## src/rtl/gate_response_checker_cov_tracker.sv

```systemverilog
//------------------------------------------------------------------------------
// Module : gate_cov_tracker
// Brief  : Input-vector coverage bitmap; all_covered already includes the set
//          requested this cycle so the caller can finish on that edge.
// Rev    : 1.0 - initial release
//------------------------------------------------------------------------------
`default_nettype none

module gate_cov_tracker #(
    parameter int NUM_IN = 2
) (
    input  wire logic              clk,
    input  wire logic              reset,
    input  wire logic              clr,
    input  wire logic              set_en,
    input  wire logic [NUM_IN-1:0] set_idx,
    output logic                   all_covered
);
    localparam int c_DEPTH = 1 << NUM_IN;

    logic [c_DEPTH-1:0] r_bitmap;
    logic [c_DEPTH-1:0] w_set_mask;

    always_comb begin
        w_set_mask = '0;
        if (set_en) begin
            w_set_mask[set_idx] = 1'b1;
        end
    end

    always_ff @(posedge clk) begin
        if (reset) begin
            r_bitmap <= '0;
        end else if (clr) begin
            r_bitmap <= '0;
        end else begin
            r_bitmap <= r_bitmap | w_set_mask;
        end
    end

    assign all_covered = &(r_bitmap | w_set_mask);

endmodule

`default_nettype wire

```

## config.mk

```make
export PLATFORM = sky130hd
export DESIGN_NAME = gate_cov_tracker
export DESIGN_NICKNAME = d
export VERILOG_FILES = /design/src/rtl/gate_response_checker_cov_tracker.sv
export SDC_FILE = /design/constraint.sdc
export NUM_CORES = 1
export LEC_CHECK = 0
export ABC_AREA = 1
export CAP_MARGIN = 10
export CORE_AREA = 2 2 39 41
export CTS_CLUSTER_SIZE = 16
export DETAILED_ROUTE_END_ITERATION = 16
export DIE_AREA = 0 0 41 43
export GPL_TIMING_DRIVEN = 1
export PLACE_DENSITY_LB_ADDON = 0.05
export SLEW_MARGIN = 20
export SYNTH_ARGS = -nofsm -noshare
export SYNTH_HDL_FRONTEND = slang
export SYNTH_SLANG_ARGS = --single-unit
```

## constraint.sdc

```tcl
create_clock -name clk -period 1.22 [get_ports clk]
set_clock_uncertainty 0.15 [all_clocks]
set_input_delay 0.122 -clock clk [delete_from_list [all_inputs] [get_ports clk]]
set_output_delay 0.122 -clock clk [all_outputs]
set_load 0.02 [all_outputs]
```

Word-level counts from Yosys, hierarchy flattened
Cells that the tools add are included.

Bits in registers: 4. Bits in latches: 0. Memory bits (writable): 0. Bits in read-only memories: 0. Bits of input ports: 6. Output and inout bits: 1. Memories kept: 0.

Add/sub/neg operators: 0. Multiply operators: 0. Divide/modulo/power cells: 0. Magnitude comparators: 2. Equal/unequal tests: 0. Shifts and indexed selects: 0. Mux-type cells: 3. Bitwise operators: 1. Reductions and logical operators: 3.

Operators with widths (count): 4-bit 2-to-1 mux (1); 4-bit OR (1); 4-bit AND reduction (1); 2-bit by 3-bit less-than comparator with 1-bit output, second input constant (1); 1-bit demux with 2-bit select (1); 2-bit by 1-bit greater-or-equal comparator with 1-bit output, second input constant (1); 2-bit OR reduction (1); 1-bit logical AND (1); 1-bit 2-to-1 mux (1).

Depth between registers and ports, before layout
Depth in word-level cells: 7. Depth in mapped cells: 5.

Worst setup path after synthesis
Ideal clock, no wire load.

Kind: register to output. Start point: register r_bitmap[3]. End point: output all_covered. Data arrival time: 0.715 ns. Required time: 0.948 ns. Setup slack: 0.233 ns. Stages on the path, launching flop included: 5. Path buffers: 0. Cells stage by stage: dfxtp_1 > inv_1 > nand2_1 > nand2_1 > nor2_1.

Word-level cells in the longest chain between the ends: 2.

Ends and longest elaborated chain: from (decl) (line 21) `logic [c_DEPTH-1:0] r_bitmap;`; from (signal assigned) (line 37) `r_bitmap <= r_bitmap | w_set_mask;`; 4-bit OR (line 41) `assign all_covered = &(r_bitmap | w_set_mask);`; 4-bit AND reduction (line 41); to (decl) (line 17) `output logic all_covered`.

No other way between the ends.

Worst setup path in the final report
Start point: register r_bitmap[1]. End point: output all_covered.

The elaborated chain is that of the path after synthesis.

==> impl_metrics.tcl <==
set metrics [dict create \
    netlist_instances 27 \
    avgSynthCellArea_sq_um 6.58 \
    syn2layout_area_growth_pct 79.6 \
    min_path_cells 4 \
    critPathRequiredTime_ns 0.95 \
    detail_route.iter0.violations 1 \
    numCtsBuffers 3 \
    yosys.area_share.adder_pct 0 \
    netlist.area_leader.share_pct 45.1 \
    crit_arrival_ns 0.92 \
    num_io_pins 7 \
    rsz0062_at_grt "true" \
    die_area_sq_mm 0.00176 \
    top_regs "r_bitmap (4)" \
    hp-class "primary input to flip-flop" \
    design.core.area_sq_mm 0.00138 \
    grt_pass1_vias 184 \
    syn_area_sq_um 178 \
    synth_xor_area_share_pct 0 \
    synth_top_family_by_area "simple AND/OR/NAND/NOR gates" \
    synth_most_common_cell "nand2_1" \
    synth_compound_area_share_pct 11.3 \
    ir_drop_uv 336 \
    largest_reg_flops 4 \
    yosys.area_share.simple_pct 31.0 \
    start_util_pct 12.8 \
    hpwl_um 320 \
    fin_util_pct 23.1 \
    total_leakage_power_nw 0.153 \
    reg2regPathDepth 3 \
    dr.pass1.iters 2 \
    ys.warnings.count 0 \
    grt_pass1_wl_um 662 \
    slew_viol_final 0 \
    drive_above_1_share_pct 35.7 \
    synthArstFlopShare_pct 0 \
    cp-end-kind "output pin" \
    root_buffer "clkbuf_4" \
    timing.fmax_mhz 841 \
    worstMarginPinSlew_ns 0.145 \
    start_kind "flip-flop" \
    cts_buffer_depth 2 \
    path_class "flip-flop to output pin" \
    hold_viol_final 0 \
    maxCapViolCount 0 \
    grt_max_degree 5 \
    overflow 0 \
    diodes 0 \
    wl_per_cell_um 6.84 \
    cts.clk_slew.worst_paths_ns 0.03 \
    synthTopCellsByCount "nand2_1 (7), inv_1 (6), a21oi_1 (4), dfxtp_1 (4), nand3_1 (3)" \
    cts_tree "done" \
    fin_crit_ns 1.19 \
    synth_area_leaders "dfxtp_1 (45%), nand2_1 (15%), inv_1 (13%)" \
    final_cell_count_no_fill 58 \
    rows 14 \
    period_share_pct 97.4 \
    yosys.area.top_type "dfxtp_1" \
    preCtsSetupSlack_ns -0.641 \
    status "finished, final reports clean" \
    viasPerCell 3.40 \
    ctsHoldBuffers 0 \
    setup_ws_ns 0.0311 \
    placed_cells 54 \
    power.density_mw_per_mm2 1040 \
    die_w_um 41 \
    finish.net_count 50 \
    top_register "r_bitmap" \
    final-setup-viol-count 0 \
    final_antenna_net_count 0 \
    finalWirelength_um 397 \
    syn_nets 33 \
    synthMuxAreaShare_pct 0 \
    portBuffers 6 \
    die_h_um 43 \
    post-route-cell-area_sq_um 319 \
    clock-sinks 4 \
    antenna_found_initial 0 \
    seq_area_frac_synth_pct 45.1 \
    cp_max_fo 2 \
    synth_edf_count 0 \
    htreeDepth 1 \
    routabilityCongestion 0.626 \
    grt_util_all_layers_pct 6.21 \
    power_mw 0.332 \
    ys_ff_latch 4 \
    dpl_cell_area_sq_um 295 \
    synth_flop_cell "dfxtp_1" \
    maxSlewHeadroom_pct 90.3 \
    synth.distinct_cells 7 \
    vias 197 \
    insertion_delay_ns 0.23 \
    drc_errors 0 \
]
==> worst paths after layout <==
path / endpoint / start / slack, ns
worst min register to register: r_bitmap[1] / r_bitmap[1] / 0.29
worst max-delay path: all_covered / r_bitmap[1] / 0.03
worst max register to register: r_bitmap[2] / r_bitmap[2] / 0.43
worst min-delay path: r_bitmap[2] / set_idx[1] / 0.13
==> worst max-delay path, cell delays in order, from the launching register on <==
cell and delay, ns:
dfxtp_2 0.31, inv_2 0.03, nand2_1 0.05, nand2_1 0.05
nor2_1 0.10, buf_4 0.15
==> per-stage QoR <==
stage,hold WS (ns),setup TNS [ns]
3_5_place_dp,0.302,-0.717
3_3_place_gp,0.307,-0.727
6_report,0.130,0
5_1_grt,0.151,-0.0679
2_1_floorplan,0.136,0
4_1_cts,0.297,0
==> per-layer routing <==
layer  vias to the layer above  routed length [um]  GRT usage [%]
li1                        113                   -              -
met1                        77                 196           7.03
met2                         7                 159           6.88
met3                         0                  41           6.28
met4                         0                   0           4.00
met5                         -                   0              0
==> final cells by class <==
class / count / area (sq um)
Timing Repair Buffer: 12 / 92.6
Fill cell: 156 / 1060
Multi-Input combinational cell: 17 / 80.1
Sequential cell: 4 / 81.3
Tap cell: 16 / 20.0
Clock buffer: 3 / 22.5
Inverter: 6 / 22.5
==> timing repair <==
action | in CTS | in global routing
setup buffers | 0 | 1
endpoints found under the setup margin | 1 | 1
pin swaps | 0 | 4
gates resized for setup | 9 | 7
==> placed cells by master, fill, tap and decap left out, drive strengths merged <==
cell type | synthesis | final
a21oi | 4 | 4
buf | 0 | 7
clkbuf | 0 | 5
clkdlybuf4s15 | 0 | 1
clkdlybuf4s50 | 0 | 2
dfxtp | 4 | 4
inv | 6 | 6
nand2 | 7 | 7
nand3 | 3 | 3
nor2 | 2 | 2
or2 | 1 | 1
==> power by group <==
part | internal (mW) | switching (mW)
registers | 0.135 | 0.000762
clock network | 0.109 | 0.0448
logic | 0.0244 | 0.0180
total | 0.269 | 0.0636
==> cells by family after synthesis <==
| family | Yosys count |
|---|---|
| AO/OA/AOI/OAI | 4 |
| buffers and inverters | 6 |
| AND/OR/NAND/NOR | 13 |
| flip-flops | 4 |
Power figures use the tool's default switching activity.
